<file path="config.mk">
export PLATFORM = sky130hd
export DESIGN_NAME = cheri_tsmap_arbiter
export DESIGN_NICKNAME = d
export VERILOG_FILES = /design/src/rtl/cheri_tsmap_arb_pkg.sv /design/src/rtl/cheri_tsmap_arbiter.sv
export SDC_FILE = /design/constraint.sdc
export NUM_CORES = 1
export LEC_CHECK = 0
export CORE_ASPECT_RATIO = 1.25
export CORE_MARGIN = 2
export CORE_UTILIZATION = 46
export DETAILED_ROUTE_END_ITERATION = 12
export GPL_ROUTABILITY_DRIVEN = 0
export PLACE_DENSITY = 0.86
export REMOVE_ABC_BUFFERS = 1
export SETUP_SLACK_MARGIN = 0.05
export SLEW_MARGIN = 20
export SYNTH_ARGS = -nofsm -noshare
export SYNTH_HDL_FRONTEND = slang
export SYNTH_SLANG_ARGS = --single-unit
</file>
<file path="constraint.sdc">
create_clock -name clk_i -period 3.8 [get_ports clk_i]
set_input_delay 0.76 -clock clk_i [delete_from_list [all_inputs] [get_ports clk_i]]
set_output_delay 0.76 -clock clk_i [all_outputs]
set_load 0.05 [all_outputs]
</file>
<file path="src/rtl/cheri_tsmap_arb_pkg.sv">
// Shared types and helpers for the TS map SRAM arbiter.
package cheri_tsmap_arb_pkg;

    localparam int TSMAP_WORD_W = 32;

    typedef enum logic [1:0] {
        IDLE,
        MERGE,
        WRITE,
        RESP
    } arb_state_e;

    // Per-byte select: bytes with be set come from new_word, the rest from old_word.
    function automatic logic [TSMAP_WORD_W-1:0] be_merge(
        input logic [TSMAP_WORD_W-1:0] old_word,
        input logic [TSMAP_WORD_W-1:0] new_word,
        input logic [3:0]              be
    );
        logic [TSMAP_WORD_W-1:0] res;
        res = old_word;
        for (int unsigned i = 0; i < 4; i++) begin
            if (be[i]) res[8*i +: 8] = new_word[8*i +: 8];
        end
        return res;
    endfunction

endpackage

</file>
<file path="src/rtl/cheri_tsmap_arbiter.sv">
// Shares the single-port TS map SRAM between the core's revocation read port
// (always wins) and a host port with read-modify-write for partial writes.
module cheri_tsmap_arbiter
    import cheri_tsmap_arb_pkg::*;
#(
    parameter int TSMapSize = 1024,
    parameter int AddrW     = 16
) (
    input  logic                    clk_i,
    input  logic                    rst_i,
    input  logic                    core_cs_i,
    input  logic [AddrW-1:0]        core_addr_i,
    output logic [TSMAP_WORD_W-1:0] core_rdata_o,
    input  logic                    host_req_i,
    input  logic                    host_we_i,
    input  logic [3:0]              host_be_i,
    input  logic [AddrW-1:0]        host_addr_i,
    input  logic [TSMAP_WORD_W-1:0] host_wdata_i,
    output logic                    host_gnt_o,
    output logic                    host_rvalid_o,
    output logic [TSMAP_WORD_W-1:0] host_rdata_o,
    output logic                    host_err_o,
    output logic                    ram_req_o,
    output logic                    ram_we_o,
    output logic [AddrW-1:0]        ram_addr_o,
    output logic [TSMAP_WORD_W-1:0] ram_wdata_o,
    input  logic [TSMAP_WORD_W-1:0] ram_rdata_i
);

    localparam logic [31:0] MAP_WORDS = 32'(TSMapSize);

    arb_state_e              state_q, state_d;
    logic [AddrW-1:0]        addr_q;
    logic [3:0]              be_q;
    logic [TSMAP_WORD_W-1:0] wdata_q;
    logic [TSMAP_WORD_W-1:0] merged_q;
    logic                    rd_q, rd_d;
    logic                    err_q, err_d;
    logic                    fwd_q;
    logic                    latch_en;
    logic                    out_of_range;
    logic                    host_ram_req;
    logic                    host_ram_we;
    logic [AddrW-1:0]        host_ram_addr;
    logic [TSMAP_WORD_W-1:0] host_ram_wdata;

    assign out_of_range = 32'(host_addr_i) >= MAP_WORDS;

    always_comb begin
        state_d        = state_q;
        host_gnt_o     = 1'b0;
        host_ram_req   = 1'b0;
        host_ram_we    = 1'b0;
        host_ram_addr  = host_addr_i;
        host_ram_wdata = host_wdata_i;
        latch_en       = 1'b0;
        rd_d           = rd_q;
        err_d          = err_q;
        unique case (state_q)
            IDLE: begin
                if (host_req_i && !rst_i) begin
                    if (out_of_range) begin
                        host_gnt_o = 1'b1;
                        err_d      = 1'b1;
                        rd_d       = 1'b0;
                        state_d    = RESP;
                    end else if (host_we_i && host_be_i == 4'b0000) begin
                        host_gnt_o = 1'b1;
                        err_d      = 1'b0;
                        rd_d       = 1'b0;
                        state_d    = RESP;
                    end else if (!core_cs_i) begin
                        host_gnt_o   = 1'b1;
                        host_ram_req = 1'b1;
                        err_d        = 1'b0;
                        rd_d         = !host_we_i;
                        if (!host_we_i) begin
                            state_d = RESP;
                        end else if (host_be_i == 4'b1111) begin
                            host_ram_we = 1'b1;
                            state_d     = RESP;
                        end else begin
                            latch_en = 1'b1;
                            state_d  = MERGE;
                        end
                    end
                end
            end
            MERGE: state_d = WRITE;
            WRITE: begin
                if (!core_cs_i && !rst_i) begin
                    host_ram_req   = 1'b1;
                    host_ram_we    = 1'b1;
                    host_ram_addr  = addr_q;
                    host_ram_wdata = merged_q;
                    state_d        = RESP;
                end
            end
            RESP:    state_d = IDLE;
            default: state_d = IDLE;
        endcase
    end

    // Core access overrides whatever the host path requested this cycle.
    assign ram_req_o   = core_cs_i | host_ram_req;
    assign ram_we_o    = !core_cs_i & host_ram_we;
    assign ram_addr_o  = core_cs_i ? core_addr_i : host_ram_addr;
    assign ram_wdata_o = host_ram_wdata;

    always_ff @(posedge clk_i) begin
        if (rst_i) begin
            state_q  <= IDLE;
            rd_q     <= 1'b0;
            err_q    <= 1'b0;
            fwd_q    <= 1'b0;
            addr_q   <= '0;
            be_q     <= '0;
            wdata_q  <= '0;
            merged_q <= '0;
        end else begin
            state_q <= state_d;
            rd_q    <= rd_d;
            err_q   <= err_d;
            fwd_q   <= (state_q == WRITE) && core_cs_i && (core_addr_i == addr_q);
            if (latch_en) begin
                addr_q  <= host_addr_i;
                be_q    <= host_be_i;
                wdata_q <= host_wdata_i;
            end
            if (state_q == MERGE) merged_q <= be_merge(ram_rdata_i, wdata_q, be_q);
        end
    end

    // Read data comes straight from the SRAM output in the response cycle.
    assign host_rvalid_o = (state_q == RESP);
    assign host_err_o    = host_rvalid_o & err_q;
    assign host_rdata_o  = (host_rvalid_o && rd_q) ? ram_rdata_i : '0;
    assign core_rdata_o  = fwd_q ? merged_q : ram_rdata_i;

endmodule
</file>
==> results of run 1 <==
==> critical path, stage by stage <==
cell	delay (ns)
clkdlybuf4s50_1	0.46
or4_4	0.59
o2111a_2	0.31
nor2_1	0.18
buf_12	0.17
==> layout make-up <==
| type | count | area [um^2] | area share |
|---|---|---|---|
| timing repair buffer | 232 | 2410 | 0.307 |
| clock inverter | 2 | 60.1 | 0.00763 |
| clock buffer | 14 | 264 | 0.0336 |
| multi-input combinational | 445 | 3160 | 0.402 |
| tap | 135 | 169 | 0.0215 |
| inverter | 5 | 18.8 | 0.00239 |
| sequential | 89 | 1780 | 0.227 |
==> worst max-delay path by stage <==
stage | from | end | slack, ns
after floorplan | host_addr_i[10] | addr_q[0]$_SDFFE_PP0P_ | -2.95
after global placement | host_be_i[1] | host_gnt_o | 0.59
after detailed placement | host_be_i[1] | host_gnt_o | 0.58
after CTS | host_be_i[1] | host_gnt_o | 0.58
after global routing | host_addr_i[10] | ram_we_o | 0.47
final | host_be_i[0] | host_gnt_o | 0.57
==> metrics by stage <==
step | TNS (ns) | instance area (um^2) | util | total power (W)
2_1_floorplan | -256.17 | 4940 | - | 0.00191
3_3_place_gp | 0 | 7530 | 0.683 | 0.00237
3_5_place_dp | 0 | 7530 | 0.683 | 0.00241
4_1_cts | 0 | 7860 | 0.712 | 0.00337
5_1_grt | 0 | 7870 | 0.713 | 0.00351
6_report | 0 | 7870 | 0.713 | 0.00336
==> sequential cells by signal (all words and copies together), names as in the netlist <==
register  flops
state_q       2
be_q          4
merged_q     32
err_q         1
fwd_q         1
rd_q          1
addr_q       16
wdata_q      32
==> cells in the mapped netlist, types with 6 or more instances <==
cell | instances | share of area
dfxtp_1 | 89 | 0.35
nand2_1 | 128 | 0.093
nor4_1 | 6 | 0.0073
a211oi_1 | 32 | 0.047
mux2_2 | 64 | 0.14
xor2_1 | 16 | 0.027
mux2i_1 | 78 | 0.15
nor3b_1 | 7 | 0.010
a22oi_1 | 16 | 0.023
clkbuf_1 | 35 | 0.025
and3_1 | 32 | 0.039
nor2_1 | 36 | 0.026
==> per-layer routing <==
metal,part of all wire,up-vias
met2,0.52,200
li1,-,2462
met1,0.40,2430
met3,0.060,24
met5,0,-
met4,0.020,0
==> logic make-up after synthesis <==
family                     synth area share
and+or+nand+nor                       0.193
muxes                                 0.291
DFF                                   0.345
AOI/OAI and AO/OA                    0.0873
buffers and inverters                0.0470
xor gates and xnor gates             0.0272
adders and majority gates           0.00970
==> power by group through the flow <==
stage	clock [W]	combinational [W]	sequential, W
final	0.000950	0.00122	0.00119
after global routing	0.00101	0.00129	0.00121
after CTS	0.000969	0.00122	0.00118
after detailed placement	0	0.00121	0.00120
after global placement	0	0.00117	0.00119
after floorplan	0	0.000754	0.00116
==> reports/metrics.cfg, run 1 <==
[place]
dp_hpwl_mm = 11.6
dp_cells = 906
portBuffers = 221
post-place-ws_ns = 0.580

[synth]
synthCells = 590
synth.cell_area_mm2 = 0.00516
avgSynthCellArea_um2 = 8.75
ys_warn_count = 0
seq_area_frac_synth = 0.345
ys_async_sr_fraction = 0
synthFlopType = dfxtp_1
yosys_register_bits = 89
ys_types = 36
synth-edff-count = 0

[grt]
grt_pass1_wl_mm = 24.9
grt_usage = 0.253
grt_util_met1 = 0.302
grtUsageMet2 = 0.447
globalRouteMet3Util = 0.0495
grt_max_degree = 65
grt-ovfl-total = 0
antenna_found_initial = 0
busiest_layer = met2
grt_pass1_vias = 5047

[power]
power_leakage_nw = 3.03
clock_power_share = 0.283
vdd_ir_drop_max_uv = 246
intPower_w = 0.00219
power_frac_comb = 0.362
swShare = 0.348
power_density_mw_per_mm2 = 427
p_sw_w = 0.00117
seq_power_share = 0.354

[cts]
clock_sink_count = 89
clkTransAtPathRegs_ns = 0.06
clk_path_buf_depth = 2
cts_resized = 0
tritoncts.num_buffers = 9
cts_root_buf = clkbuf_16
clkLatencyLatePin_ns = 0.33
ctsHoldBuffers = 0
htreeDepth = 3
postCtsSetupBuffers = 0
cts_tree = built

[job]
drv_cap = 0

[final_layout]
final_layout_size_suffix_gt1_frac = 0.188
fill_cells = 775
fin_nets = 891
area_delta_synth_final_pct = 52.4
final_cells = 922
final_common_cell = clkdlybuf4s50_1
final_cell_mix = clkdlybuf4s50_1, nand2_1, dfxtp_1
antennaDiodeCount = 0

[sta]
max-slew-margin-rel = 0.451
drv_slew = 0
tightest_slew_ns = 0.824
hold_violations = 0
period_share = 0.849
setup_viol = 0
layout_min_cycle_time_ns = 3.23
rsz0062_at_grt = no
holdWs_ns = 0.457
setup_slack_ns = 0.574
max_freq_mhz = 310
fin_skew_ns = 0.00391

[floorplanning]
row_count = 43
die_x_um = 98.7
boundaryPins = 222
die_h_um = 122
dieArea_mm2 = 0.0121
start_util = 0.468
coreArea_mm2 = 0.0110

[setup_path]
reg2reg_to = wdata_q[4]$_SDFFE_PP0P_
worstPathMaxFanout = 5
crit_type = in2out
worst_ep_required_time_ns = 3.04
cp_data_arrival_time_ns = 2.47
start_kind = input port
r2r-start = state_q[1]$_SDFFE_PP0P_
reg2reg_depth = 7
r2r_slack_ns = 1.48
crit_path_end_kind = output port

[drt]
drtIter0Drc = 219
drc = 0
wirelength_mm = 15.7
vias = 5116
via_per_inst = 5.55
wl_per_cell_um = 17.0
ant_nets = 0
firstDrtPassIters = 4

[worst_hold_path]
min_path_type = reg2reg
hp-start = wdata_q[26]$_SDFFE_PP0P_
hold_depth = 2
holdPathEnd = wdata_q[26]$_SDFFE_PP0P_

[run_status]
status = completed

(Power assumes the default switching activity.)
==> run 2: changes to the inputs <==
CORE_UTILIZATION = 39   (was 46)
PLACE_DENSITY = 0.78   (was 0.86)
clock period = 2.8 ns   (was 3.8 ns; I/O delays follow)
==> run 2 against run 1 <==
Against the previous run:
- cell count rose by 5.9%
- count of clock-buffer cells in the layout fell by 2
- power rose by 36%
- clock power rose by 20%
- hold slack improved by 0.0033 ns
- combinational power rose by 49%
- critical path type unchanged
- highest routed layer unchanged
==> reports/metrics.cfg, run 2 (synthesized netlist as in run 1, its figures left out) <==
[run_status]
status = completed

[power]
seq_power_share = 0.353
intPower_w = 0.00290
p_sw_w = 0.00167
vdd_ir_drop_max_uv = 369
clock_power_share = 0.249
power_density_mw_per_mm2 = 519
swShare = 0.366
power_leakage_nw = 3.49
power_frac_comb = 0.398

[drt]
via_per_inst = 5.39
vias = 5259
wirelength_mm = 17.2
wl_per_cell_um = 17.6
drtIter0Drc = 257
ant_nets = 0
firstDrtPassIters = 4
drc = 0

[cts]
cts_tree = built
cts_root_buf = clkbuf_16
clock_sink_count = 89
clkTransAtPathRegs_ns = 0.06
clk_path_buf_depth = 2
ctsHoldBuffers = 0
htreeDepth = 3
tritoncts.num_buffers = 9
clkLatencyLatePin_ns = 0.34

[sta]
setup_viol = 0
layout_min_cycle_time_ns = 2.70
period_share = 0.966
holdWs_ns = 0.461
max_freq_mhz = 370
drv_slew = 0
fin_skew_ns = 0.0129
tightest_slew_ns = 0.751
hold_violations = 0
setup-tns-final_ns = 0
max-slew-margin-rel = 0.499
rsz0062_at_grt = no

[grt]
antenna_found_initial = 0
grt_pass1_wl_mm = 27.6
grt-ovfl-total = 0
grt_pass1_vias = 5495
grt_usage = 0.241
grt_max_degree = 52

[final_layout]
multi_input_area_mm2 = 0.00322
final_cell_mix = nand2_1, clkdlybuf4s50_1, buf_12
fill_cells = 964
fin_nets = 909
stdcell_area_mm2 = 0.00881
seq_area_mm2 = 0.00178
antennaDiodeCount = 0
reg.largest.list = merged_q x32, wdata_q x32, addr_q x16
final_layout_size_suffix_gt1_frac = 0.301
area_delta_synth_final_pct = 70.7
final_common_cell = nand2_1

[floorplanning]
die_h_um = 133
coreArea_mm2 = 0.0131
die_x_um = 107
boundaryPins = 222
start_util = 0.394
dieArea_mm2 = 0.0142
row_count = 47

[setup_path]
cp_top_family = simple AND/OR/NAND/NOR gates
r2r-start = state_q[1]$_SDFFE_PP0P_
critPathMaxStageDelay_ns = 0.57
crit_chain = clkdlybuf4s50_1 -> or4_4 -> o2111a_2 -> nor2_4 -> buf_12
start_kind = input port
crit_path_end_kind = output port
cp_data_arrival_time_ns = 2.14
crit_type = in2out
path_buf_inv = 2
reg2reg_depth = 9
crit_path_top_delay_cell = or4_4
crit_path_start = host_be_i[0]
worstPathMaxFanout = 3
worst_ep_required_time_ns = 2.24
worstSetupPathDepth = 5

[place]
dp_hpwl_mm = 12.9
placed_cell_area_mm2 = 0.00839
portBuffers = 221

[worst_hold_path]
hold_depth = 2
min_path_type = reg2reg
hp-start = wdata_q[27]$_SDFFE_PP0P_

[job]
drv_cap = 0

run 2: cell count changes in the layout (fill, tap and decap cells not counted), moves of 2 or more:
cell / delta
buf_12: +70
buf_4: +11
bufinv_16: -2
clkbuf_1: -2
clkdlybuf4s50_1: -71
clkinvlp_4: +3
dlymetal6s2s_1: +4
nor2_1: -3
nor2_4: +2
nor4_1: -2
run 2: power by group through the flow:
stage          registers [W]  clock network [W]  logic, W
2_1_floorplan        0.00157                  0   0.00102
3_3_place_gp         0.00162                  0   0.00171
3_5_place_dp         0.00163                  0   0.00177
4_1_cts              0.00161            0.00116   0.00178
5_1_grt              0.00164            0.00122   0.00194
6_report             0.00161            0.00114   0.00182
run 2: final timing paths:
path / endpoint / slack, ns
setup / recovery: host_gnt_o / 0.1
hold / removal: wdata_q[27]$_SDFFE_PP0P_ / 0.46
hold reg to reg: wdata_q[27]$_SDFFE_PP0P_ / 0.46
setup reg to reg: wdata_q[4]$_SDFFE_PP0P_ / 0.64
run 2: stage by stage:
step | setup slack, ns | total power (W) | cells | utilization
6_report | 0.0952 | 0.00457 | 976 | 0.672
5_1_grt | 0.0502 | 0.00480 | 976 | 0.672
4_1_cts | 0.0363 | 0.00455 | 973 | 0.664
3_5_place_dp | -0.491 | 0.00340 | 956 | 0.640
3_3_place_gp | -0.234 | 0.00333 | 956 | 0.640
2_1_floorplan | -3.75 | 0.00260 | 539 | -
run 2: final cells by class:
cell class              count  share of cell area
repair buffers            250               0.374
multi-input cells         445               0.365
flip-flops and latches     89               0.202
clock buffers              12              0.0291
well taps                 171              0.0243
clock inverters             4             0.00312
inverters                   5             0.00213
run 2: timing repair:
item                       4_1_cts  5_1_grt
buffers inserted                 1        2
gates resized for setup          9       14
pin swaps                        4        2
setup endpoints to repair       51       40
gates cloned                     0        1
run 2: worst reg2reg max path: stages, from the launching register on:
cell and delay, ns:
dfxtp_1 0.37, inv_1 0.12, ha_1 0.25, nand3b_1 0.12, nand3b_1 0.23, buf_4 0.18, nor3_2 0.17, buf_4 0.19
buf_12 0.21, mux2i_1 0.24
run 2: per-layer routing:
layer,GRT usage,vias up,part of all wire
li1,-,2493,-
met1,0.278,2540,0.39
met2,0.438,198,0.54
met3,0.0350,28,0.056
met4,0.102,0,0.018
met5,0,-,0
==> run 3: changes to the inputs <==
CORE_MARGIN = not set   (was 2)
SKIP_CTS_REPAIR_TIMING = 1   (was not set)
==> run 3 against run 2 <==
Against the previous run:
- count of clock-buffer cells in the layout decreased by 1
- via count decreased by 0.57%
- critical path depth increased by 1
- flip-flop and latch count unchanged
- global-route usage increased by 0.35 points
==> reports/metrics.cfg, run 3 (synthesized netlist as in run 1, its figures left out) <==
[final_layout]
final_common_cell = nand2_1
seq_area_mm2 = 0.00178
antennaDiodeCount = 0
area_delta_synth_final_pct = 70.9
final_cells = 973
fin_nets = 909
fill_cells = 944
reg.largest.list = merged_q x32, wdata_q x32, addr_q x16
final_cell_mix = nand2_1, clkdlybuf4s50_1, buf_12
multi_input_area_mm2 = 0.00319
final_layout_size_suffix_gt1_frac = 0.297
stdcell_area_mm2 = 0.00882
final_core_util = 0.690

[sta]
rsz0062_at_grt = yes
tightest_slew_ns = 0.648
period_share = 0.977
max_freq_mhz = 365
hold_violations = 0
layout_min_cycle_time_ns = 2.74
max-slew-margin-rel = 0.568
fin_skew_ns = 0.00686
drv_slew = 0
setup_viol = 0

[setup_path]
crit_path_end_kind = output port
start_kind = flop
crit_path_top_delay_cell = nor3b_4
critPathMaxStageDelay_ns = 0.37
worst_ep_required_time_ns = 2.24
crit_type = reg2out
r2r_slack_ns = 0.65
reg2reg_to = wdata_q[22]$_SDFFE_PP0P_
worstPathMaxFanout = 21
reg2reg_depth = 9
cp_data_arrival_time_ns = 2.18
r2r-start = state_q[0]$_SDFFE_PP0P_
crit_chain = inv_1 -> ha_1 -> nor3b_4 -> buf_12 -> mux2_2 -> buf_4

[grt]
busiest_layer = met2
grt_util_met1 = 0.271
globalRouteMet3Util = 0.0362
grt_pass1_vias = 5326
grt_max_degree = 95
grtUsageMet2 = 0.462
grt-ovfl-total = 0
antenna_found_initial = 0
grt_usage = 0.245
grt_pass1_wl_mm = 26.8

[cts]
clk_path_buf_depth = 2
clock_sink_count = 89
htreeDepth = 3
cts_root_buf = clkbuf_16
clkLatencyLatePin_ns = 0.34
clkTransAtPathRegs_ns = 0.07
cts_tree = built
tritoncts.num_buffers = 9

[floorplanning]
row_count = 46
boundaryPins = 222
start_util = 0.404
die_x_um = 105
die_h_um = 131
coreArea_mm2 = 0.0128
dieArea_mm2 = 0.0137

[place]
dp_cells = 952
dp_hpwl_mm = 12.5
placed_cell_area_mm2 = 0.00834
portBuffers = 221

[worst_hold_path]
min_path_type = reg2reg
holdPathEnd = wdata_q[17]$_SDFFE_PP0P_
hp-start = wdata_q[17]$_SDFFE_PP0P_
hold_depth = 2

[power]
vdd_ir_drop_max_uv = 337
power_leakage_nw = 3.53
power_density_mw_per_mm2 = 535

[drt]
wl_per_cell_um = 17.8
firstDrtPassIters = 5
vias = 5229
drtIter0Drc = 256
ant_nets = 0
via_per_inst = 5.37
drc = 0
wirelength_mm = 17.3

[job]
drv_cap = 0

[run_status]
status = completed

==> run 3: critical path, delay by kind of cell (launching register included) <==
family | cells | cell delay [ns]
buffers and inverters | 3 | 0.53
AND/OR/NAND/NOR | 1 | 0.37
multiplexers | 1 | 0.36
flip-flops | 1 | 0.35
adder cells (fa/ha/maj) | 1 | 0.21
==> run 3: final cells by class <==
type,count,share of cell area
Sequential cell,89,0.202
Tap cell,168,0.0238
Multi-Input combinational cell,445,0.362
Clock buffer,11,0.0286
Clock inverter,5,0.00879
Timing Repair Buffer,250,0.373
Inverter,5,0.00213
==> run 3: worst max-delay path by stage <==
stage / start / to / slack [ns] / depth (start not counted)
finish: state_q[0]$_SDFFE_PP0P_ / ram_wdata_o[17] / 0.06 / 6
global route: state_q[0]$_SDFFE_PP0P_ / ram_wdata_o[19] / -0.007 / 6
CTS: state_q[0]$_SDFFE_PP0P_ / ram_req_o / -0.32 / 6
detailed placement: core_cs_i / ram_req_o / -0.24 / 5
global placement: core_cs_i / ram_req_o / -0.07 / 5
floorplan: host_addr_i[10] / addr_q[0]$_SDFFE_PP0P_ / -3.75 / 4
==> run 3: power by group <==
| part | total, W | switching [W] | leakage, nW | internal, W |
|---|---|---|---|---|
| combinational | 0.00178 | 0.00102 | 2.65 | 0.000760 |
| clock | 0.00132 | 0.000494 | 0.162 | 0.000827 |
| sequential | 0.00162 | 0.000158 | 0.722 | 0.00146 |
| total | 0.00472 | 0.00167 | 3.53 | 0.00305 |
==> run 3: per-layer routing <==
layer	routed length, um	up-vias	part of all wire
met3	942	40	0.054
met1	6620	2489	0.38
met5	0	-	0
met2	9120	213	0.53
li1	-	2487	-
met4	602	0	0.035
==> run 3: through the flow <==
stage               TNS (ns)  setup slack (ns)  hold slack [ns]  total power [W]
finish                     0            0.0632            0.463          0.00472
global route         -0.0140          -0.00663            0.474          0.00492
CTS                    -4.68            -0.325            0.459          0.00469
detailed placement     -2.84            -0.245            0.449          0.00337
global placement      -0.249           -0.0680            0.442          0.00329
floorplan            -327.77             -3.75            0.434          0.00260
